[config.mk]
export PLATFORM = sky130hd
export DESIGN_NAME = int_divider
export DESIGN_NICKNAME = d
export VERILOG_FILES = /design/src/rtl/int_divider.sv
export SDC_FILE = /design/constraint.sdc
export NUM_CORES = 1
export LEC_CHECK = 0
export CAP_MARGIN = 20
export CORE_MARGIN = 3
export CORE_UTILIZATION = 60
export DETAILED_ROUTE_END_ITERATION = 10
export PLACE_DENSITY = 0.82
export SYNTH_ARGS = -nofsm -noshare
export SYNTH_HDL_FRONTEND = slang
export SYNTH_SLANG_ARGS = --single-unit
[constraint.sdc]
create_clock -name clk_i -period 5.9 [get_ports clk_i]
set_input_delay 0.59 -clock clk_i [delete_from_list [all_inputs] [get_ports clk_i]]
set_output_delay 0.59 -clock clk_i [all_outputs]
set_load 0.02 [all_outputs]
[src/rtl/int_divider.sv]
// -----------------------------------------------------------------------------
// int_divider
//
// Purpose:
//   Multicycle integer divider for the RV32M execute stage. Implements DIV,
//   DIVU, REM and REMU using a radix-2 restoring shift-subtract loop. Every
//   operation takes the same number of cycles, including divide-by-zero and
//   signed overflow, so the control unit can treat it as fixed latency.
//
//   Timeline (E0 = edge that accepts start_i):
//     E0            : operands latched, magnitudes and signs captured -> RUN
//     E1 .. EWIDTH  : one quotient bit per edge
//     EWIDTH+1      : FIN, result formed and registered -> IDLE
//   done_o is high for the single IDLE cycle that follows FIN, and a new
//   start_i may be accepted in that same cycle.
//
// Ports:
//   clk_i         in   rising-edge clock
//   rst_ni        in   asynchronous active-low reset
//   start_i       in   request strobe, sampled only while idle
//   op_i[1:0]     in   funct3[1:0]: 00 DIV, 01 DIVU, 10 REM, 11 REMU
//   dividend_i    in   rs1 value
//   divisor_i     in   rs2 value
//   busy_o        out  high while an operation is in flight (registered)
//   done_o        out  one-cycle pulse when result_o becomes valid (registered)
//   result_o      out  quotient or remainder, held until the next done_o
// -----------------------------------------------------------------------------
module int_divider #(
  parameter int WIDTH = 32
) (
  input  logic             clk_i,
  input  logic             rst_ni,
  input  logic             start_i,
  input  logic [1:0]       op_i,
  input  logic [WIDTH-1:0] dividend_i,
  input  logic [WIDTH-1:0] divisor_i,
  output logic             busy_o,
  output logic             done_o,
  output logic [WIDTH-1:0] result_o
);

  localparam int CNT_W = $clog2(WIDTH);
  localparam logic [CNT_W-1:0] LAST_ITER = CNT_W'(WIDTH - 1);
  localparam logic [WIDTH-1:0] INT_MIN   = {1'b1, {(WIDTH-1){1'b0}}};
  localparam logic [WIDTH-1:0] ALL_ONES  = {WIDTH{1'b1}};

  typedef enum logic [1:0] {
    IDLE = 2'd0,
    RUN  = 2'd1,
    FIN  = 2'd2
  } state_e;

  // ---------------------------------------------------------------------------
  // State
  // ---------------------------------------------------------------------------
  state_e             state_q;
  logic [1:0]         op_q;
  logic [WIDTH-1:0]   dividend_q;   // original rs1, needed for REM by zero
  logic [WIDTH-1:0]   divisor_q;    // original rs2, needed for special cases
  logic [WIDTH-1:0]   div_mag_q;    // divisor magnitude used by the loop
  logic [WIDTH-1:0]   rem_q;        // partial remainder
  logic [WIDTH-1:0]   quo_q;        // dividend bits shift out, quotient bits shift in
  logic               q_neg_q;      // quotient must be negated at the end
  logic               r_neg_q;      // remainder must be negated at the end
  logic [CNT_W-1:0]   cnt_q;
  logic               busy_q;
  logic               done_q;
  logic [WIDTH-1:0]   result_q;

  // ---------------------------------------------------------------------------
  // Operand conditioning at start: op[0]=1 selects the unsigned variants.
  // ---------------------------------------------------------------------------
  logic             op_signed_d;
  logic             a_neg_d;
  logic             b_neg_d;
  logic [WIDTH-1:0] a_mag_d;
  logic [WIDTH-1:0] b_mag_d;

  always_comb begin
    op_signed_d = ~op_i[0];
    a_neg_d     = op_signed_d & dividend_i[WIDTH-1];
    b_neg_d     = op_signed_d & divisor_i[WIDTH-1];
    // INT_MIN negates to itself, which is its correct unsigned magnitude.
    a_mag_d     = a_neg_d ? (~dividend_i + 1'b1) : dividend_i;
    b_mag_d     = b_neg_d ? (~divisor_i + 1'b1) : divisor_i;
  end

  // ---------------------------------------------------------------------------
  // One restoring iteration.
  // The partial remainder is always below the divisor magnitude, so after the
  // shift it fits in WIDTH+1 bits; the top bit of the WIDTH+1-bit difference
  // is then exactly the "trial went negative" flag.
  // ---------------------------------------------------------------------------
  logic [WIDTH:0]   shifted_rem_d;
  logic [WIDTH:0]   trial_d;
  logic             take_d;
  logic [WIDTH-1:0] rem_step_d;
  logic [WIDTH-1:0] quo_step_d;

  always_comb begin
    shifted_rem_d = {rem_q, quo_q[WIDTH-1]};
    trial_d       = shifted_rem_d - {1'b0, div_mag_q};
    take_d        = ~trial_d[WIDTH];
    rem_step_d    = take_d ? trial_d[WIDTH-1:0] : shifted_rem_d[WIDTH-1:0];
    quo_step_d    = {quo_q[WIDTH-2:0], take_d};
  end

  // ---------------------------------------------------------------------------
  // Final result selection. Divide-by-zero and signed overflow take priority
  // over the loop output so the results match the RISC-V M-extension rules
  // regardless of what the loop produced.
  // ---------------------------------------------------------------------------
  logic             is_rem_d;
  logic             div_zero_d;
  logic             overflow_d;
  logic [WIDTH-1:0] quo_final_d;
  logic [WIDTH-1:0] rem_final_d;
  logic [WIDTH-1:0] result_d;

  always_comb begin
    is_rem_d    = op_q[1];
    div_zero_d  = (divisor_q == '0);
    overflow_d  = ~op_q[0] && (dividend_q == INT_MIN) && (divisor_q == ALL_ONES);
    quo_final_d = q_neg_q ? (~quo_q + 1'b1) : quo_q;
    rem_final_d = r_neg_q ? (~rem_q + 1'b1) : rem_q;

    if (div_zero_d) begin
      result_d = is_rem_d ? dividend_q : ALL_ONES;
    end else if (overflow_d) begin
      result_d = is_rem_d ? '0 : INT_MIN;
    end else begin
      result_d = is_rem_d ? rem_final_d : quo_final_d;
    end
  end

  // ---------------------------------------------------------------------------
  // Control FSM with registered busy/done/result.
  // ---------------------------------------------------------------------------
  always_ff @(posedge clk_i or negedge rst_ni) begin
    if (!rst_ni) begin
      state_q    <= IDLE;
      op_q       <= '0;
      dividend_q <= '0;
      divisor_q  <= '0;
      div_mag_q  <= '0;
      rem_q      <= '0;
      quo_q      <= '0;
      q_neg_q    <= 1'b0;
      r_neg_q    <= 1'b0;
      cnt_q      <= '0;
      busy_q     <= 1'b0;
      done_q     <= 1'b0;
      result_q   <= '0;
    end else begin
      // done is a single-cycle pulse; only the FIN branch raises it.
      done_q <= 1'b0;

      case (state_q)
        IDLE: begin
          if (start_i) begin
            op_q       <= op_i;
            dividend_q <= dividend_i;
            divisor_q  <= divisor_i;
            div_mag_q  <= b_mag_d;
            quo_q      <= a_mag_d;
            rem_q      <= '0;
            q_neg_q    <= a_neg_d ^ b_neg_d;
            r_neg_q    <= a_neg_d;
            cnt_q      <= '0;
            busy_q     <= 1'b1;
            state_q    <= RUN;
          end
        end

        RUN: begin
          rem_q <= rem_step_d;
          quo_q <= quo_step_d;
          cnt_q <= cnt_q + 1'b1;
          if (cnt_q == LAST_ITER) begin
            state_q <= FIN;
          end
        end

        FIN: begin
          result_q <= result_d;
          done_q   <= 1'b1;
          busy_q   <= 1'b0;
          state_q  <= IDLE;
        end

        default: begin
          state_q <= IDLE;
          busy_q  <= 1'b0;
        end
      endcase
    end
  end

  assign busy_o   = busy_q;
  assign done_o   = done_q;
  assign result_o = result_q;

endmodule

After elaboration in Yosys (flattened, before gate mapping). Cells that the tools add are included.

Bits in registers: 205. Latch bits: 0. Bits in writable memories: 0. Memory bits (read-only): 0. Input port bits: 69. Output and inout port bits: 34. Logic and storage cells: 68. Memories: 0.

Add/sub/neg operators: 6. Multiply operators: 0. Div/mod/pow operators: 0. $lt $le $gt $ge: 0. Equality and inequality tests: 7. Shifts and indexed selects: 0. Mux-type cells: 22. Bitwise logic cells: 11. Reductions and logical operators: 9.

Operator list (number): 32-bit two-way mux (12); 32-bit by 1-bit adder with 32-bit output, second input constant (4); 32-bit NOT (4); 32-bit case mux with 2 select lines (2); 32-bit == test, second input constant (2); 33-bit by 32-bit subtractor with 33-bit output (1); 32-bit logical NOT (1); 5-bit case mux with 2 select lines (1); 2-bit AND reduction (4); 5-bit by 1-bit adder with 5-bit output, second input constant (1); 5-bit == test, second input constant (1); 5-bit two-way mux (1); 2-bit two-way mux (2); 2-bit != test, second input constant (2); 1-bit NOT (4); 2-bit case mux with 2 select lines (1); 1-bit AND (2); 2-bit by 1-bit == test with 1-bit output, second input constant (1); 2-bit == test, second input constant (1); 1-bit logical AND (2); 2-bit logical NOT (1); 1-bit two-way mux (2); 1-bit case mux with 2 select lines (1); 2-bit nonzero test (1); 1-bit bitwise XOR (1).

Logic depth before layout (Yosys ltp).
Depth in word-level cells: 6. Mapped depth: 14. Gate-level depth less buffers: 12.

Least setup slack after synthesis. Ideal clock, no wire load.

Kind: register to register. From: register quo_q[5]. To: register result_q[26] (netlist: result_o[26]). Setup time: 138 ps. Arrival: 2947 ps. Required time: 5762 ps. Slack: 2815 ps. Cell stages (with the launch flop): 9. Path buffers: 0. Clock period less this slack: 3085 ps. Path through: dfrtp_1 -> or4_4 -> or4_4 -> or4_4 -> nand2b_4 -> or4_4 -> o21ai_1 -> xor2_1 -> o221ai_1.

Word-level cells in the longest chain between the ends: 6.

RTL lines: from (decl) (RTL line 62) `logic [WIDTH-1:0] quo_q;`; from (signal assigned) (RTL line 165) `quo_q <= a_mag_d;`; from (signal assigned) (RTL line 177) `quo_q <= quo_step_d;`; 32-bit NOT (RTL line 124) `quo_final_d = q_neg_q ? (~quo_q + 1'b1) : quo_q;`; 32-bit by 1-bit adder with 32-bit output (RTL line 124); 32-bit two-way mux (RTL line 124); 32-bit two-way mux (RTL line 132) `result_d = is_rem_d ? rem_final_d : quo_final_d;`; 32-bit two-way mux (RTL line 129) `end else if (overflow_d) begin`; 32-bit two-way mux (RTL line 127) `if (div_zero_d) begin`; to (signal assigned) (RTL line 185) `result_q <= result_d;`; to (decl) (RTL line 68) `logic [WIDTH-1:0] result_q;`.

No other way between the ends. A chain may end at the register's enable or synchronous reset.

Worst setup path in the final report.
From: register quo_q[31]. To: register rem_q[20].

Word-level cells in the longest chain between the ends: 3.

RTL lines: 33-bit by 32-bit subtractor with 33-bit output (RTL line 102) `trial_d = shifted_rem_d - {1'b0, div_mag_q};`; 32-bit two-way mux (RTL line 104) `rem_step_d = take_d ? trial_d[WIDTH-1:0] : shifted_rem_d[WIDTH-1:0];`; 32-bit case mux with 2 select lines (RTL line 158) `case (state_q)`; to (signal assigned) (RTL line 176) `rem_q <= rem_step_d;`; to (decl) (RTL line 61) `logic [WIDTH-1:0] rem_q;`.

No other way between the ends.

==> metrics.md <==
| Metric | Value |
|---|---|
| H-tree Lvls | 1 |
| Worst path arrival time | 3850 ps |
| Number of enable flip-flop cells after synthesis | 0 |
| Critical-path cell list | inv_1 -> ha_1 -> fa_1 -> nand2b_1 -> a21oi_1 -> o21ai_0 -> nand2_1 -> a31oi_1 -> a21oi_1 -> xnor2_2 -> buf_4 -> mux2i_1 -> o21ai_0 |
| Final period util | 58.6% |
| Diode count | 0 |
| Initial core utilization | 61.8% |
| Share of cells above drive strength 1 | 4.38% |
| Via density per instance | 6.49 |
| Slowest cell delay on critical path | 490 ps |
| Nets | 1736 |
| Initial antenna violation count | 2 |
| Fmax | 289 MHz |
| CP endpoint kind | flop |
| Compound-cell area share of the yosys netlist | 22.5% |
| # rows | 53 |
| WS Path Type | reg2reg |
| Mapped Cells | 1578 |
| Port Buf Inserts | 102 |
| Most common cell in the synthesized netlist | nand2_1 |
| GRT Util Overall | 32.6% |
| Total power | 9.16 mW |
| Die width | 154 microns |
| CTS Buf Count | 23 |
| Seq cells post-synth | 204 |
| Synthesized area per cell | 8.31 sq um |
| Max-slew violations | 0 |
| Synth top area share | 38.9% |
| Netlist cell types | 67 |
| Grt ovf | 0 |
| Clock transition at path regs | 60 ps |
| CP top delay family | compound AO/OA/AOI/OAI gates |
| RSZ-0062 raised after global routing | false |
| Internal | 4.88 mW |
| Cts repair resizes | 0 |
| CP max stage cell | buf_4 |
| Antenna-violating nets left | 0 |
| Clock tree buffer depth | 3 |
| Placeable Area | 21200 sq um |
| Max VDD drop | 514 uV |
| Pre-CTS setup slack | 2540 ps |
| Outcome | finished, final reports clean |
| Routed vias | 12460 |
| Combinational power share | 53.3% |
| Worst Path Required | 6290 ps |
| Crit path max fanout | 50 |
| Post-CTS Setup Inserts | 0 |
| Syn-to-layout area delta | 14.7% |
| Hold buffers post-CTS | 0 |
| HP Class | in2async |
| Sequential share of the synthesized area | 38.9% |
| Area of the die | 23700 sq um |
| DR WL/cell | 20.5 microns |
| Async S/R FF share, synth | 100% |
| Post-Syn Nets | 1686 |
| Final setup viols | 0 |
| Top cell type by total area after synthesis | dfrtp_1 |
| Main synth FF type | dfrtp_1 |
| Critical Path Start Type | flop |
| Relative slew margins | 25.2% |
| Largest net degree at the start of global routing | 96 |
| Root buffer cell | clkbuf_16 |
| Top post-synthesis cells by area | dfrtp_1 (39%), nand2_1 (9.3%), o21ai_0 (6.1%), xor2_1 (5.0%), xnor2_1 (4.9%) |
| Adder-Cell Fraction of Synth Area | 3.78% |
| Clk network pwr share | 16.1% |
| Xor/xnor share of the synthesized area | 9.88% |
| Hold_ws | 120 ps |
| Flop-to-flop setup slack | 2440 ps |
| Largest family of logic cells by synthesized area | compound AO/OA/AOI/OAI gates |
| Commonest cells post-synth | nand2_1 (325), dfrtp_1 (204), o21ai_0 (160) |
| Power Density | 609 nW/um^2 |
| CTS tree | yes |
| Reg power frac | 30.5% |
| First-pass GRT wire length | 63300 microns |
| Leak Pwr | 6.65 nW |
| Post-DP HPWL | 28100 microns |
| Clock sinks | 204 |
| Initial drt markers | 1340 |
| Worst-Margin Slew | 1110 ps |
| Switching share of power | 46.8% |
| Buf/Inv on CP | 2 |
| Skew final | 10.1 ps |
| DRC violations left | 0 |
| Final Wtd Congestion | 0.935 |
| Vias in the first global route | 11699 |
| YS warnings | 0 |
| NetSw | 4.29 mW |
| Mux cell area share after synthesis | 0.992% |
| Chip Height | 154 microns |
| TNS Setup | 0 ps |
| Synth Cell Area | 13100 sq um |
| Hold Vio Cnt, Final | 0 |
| Post-route setup slack | 2440 ps |
| Final wirelength | 39400 microns |
| Pre-antenna DRT Iters | 6 |
| I/O pins | 103 |
| Min Clock Period, post-route | 3460 ps |
| Max cap viols | 0 |
| Insertion delay to the later sink of the worst-skew pair | 530 ps |
| Area share of and/or/nand/nor cells after synthesis | 19.3% |
==> cell usage in the layout, fill, tap and decap left out, drive strengths merged, types with 14 or more instances in the layout <==
cell	instances
o31ai	33
nand2b	17
o311ai	14
or4	16
xor2	75
nand4	16
a22oi	26
clkdlybuf4s50	101
ha	38
nand3	20
nand2	325
xnor2	73
nor4	24
nor2	65
dfrtp	204
o21ai	165
a21oi	97
nor3	26
buf	15
inv	58
clkbuf	33
a21o	21
==> layer usage <==
layer  up-vias  share of wire, %  GRT usage, %  routed length [microns]
li1       5708                 -             -                        -
met1      5944                42          48.0                    16500
met2       716                44          48.9                    17400
met3        90                10          6.05                     4090
met4         2               3.6          10.9                     1400
met5         -             0.033             0                       13
==> state kept, by name (all words and copies together) (netlist names) <==
register,flops
dividend_q,32
divisor_q,32
quo_q,32
rem_q,32
result_o,32
div_mag_q,31
cnt_q,5
op_q,2
state_q,2
busy_o,1
done_o,1
q_neg_q,1
r_neg_q,1
==> final timing paths <==
path,from,endpoint,cells after the start
max in group asynchronous,rst_ni,div_mag_q[6]$_DFFE_PN0P_,2
min reg2reg,result_o[0]$_DFFE_PN0P_,result_o[0]$_DFFE_PN0P_,1
min,rst_ni,rem_q[14]$_DFFE_PN0P_,1
max reg2reg,quo_q[31]$_DFFE_PN0P_,rem_q[20]$_DFFE_PN0P_,13
min in group clk_i,result_o[0]$_DFFE_PN0P_,result_o[0]$_DFFE_PN0P_,1
max,quo_q[31]$_DFFE_PN0P_,rem_q[20]$_DFFE_PN0P_,13
==> area by class of cell <==
type / instances / area, sq um
multi-input combinational: 1224 / 7450
sequential: 204 / 5100
clock buffer: 32 / 659
timing repair buffer: 117 / 1160
tap: 275 / 344
clock inverter: 9 / 114
fill: 1682 / 6170
inverter: 58 / 218
==> power groups by stage <==
stage                     registers [mW]  clock network [mW]  logic [mW]
after CTS                           2.77                1.48        4.77
after detailed placement            2.78                   0        4.73
after global routing                2.86                1.55        5.39
after floorplan                     2.51                   0        3.62
after global placement              2.76                   0        4.59
final                               2.80                1.48        4.89
==> metrics by stage <==
| step | cell area, sq um | utilization, % | std cells |
|---|---|---|---|
| 2_1_floorplan | 13100 | - | 1578 |
| 3_3_place_gp | 14200 | 67.1 | 1877 |
| 3_5_place_dp | 14200 | 67.1 | 1877 |
| 4_1_cts | 15000 | 70.8 | 1918 |
| 5_1_grt | 15000 | 70.9 | 1919 |
| 6_report | 15000 | 70.9 | 1919 |
==> kinds of logic after synthesis <==
| logic type | after synthesis |
|---|---|
| xor gates and xnor gates | 148 |
| AOI/OAI and AO/OA | 466 |
| adders and majority gates | 39 |
| muxes | 13 |
| buffers and inverters | 150 |
| and+or+nand+nor | 558 |
| DFF | 204 |
(Power assumes the default switching activity.)
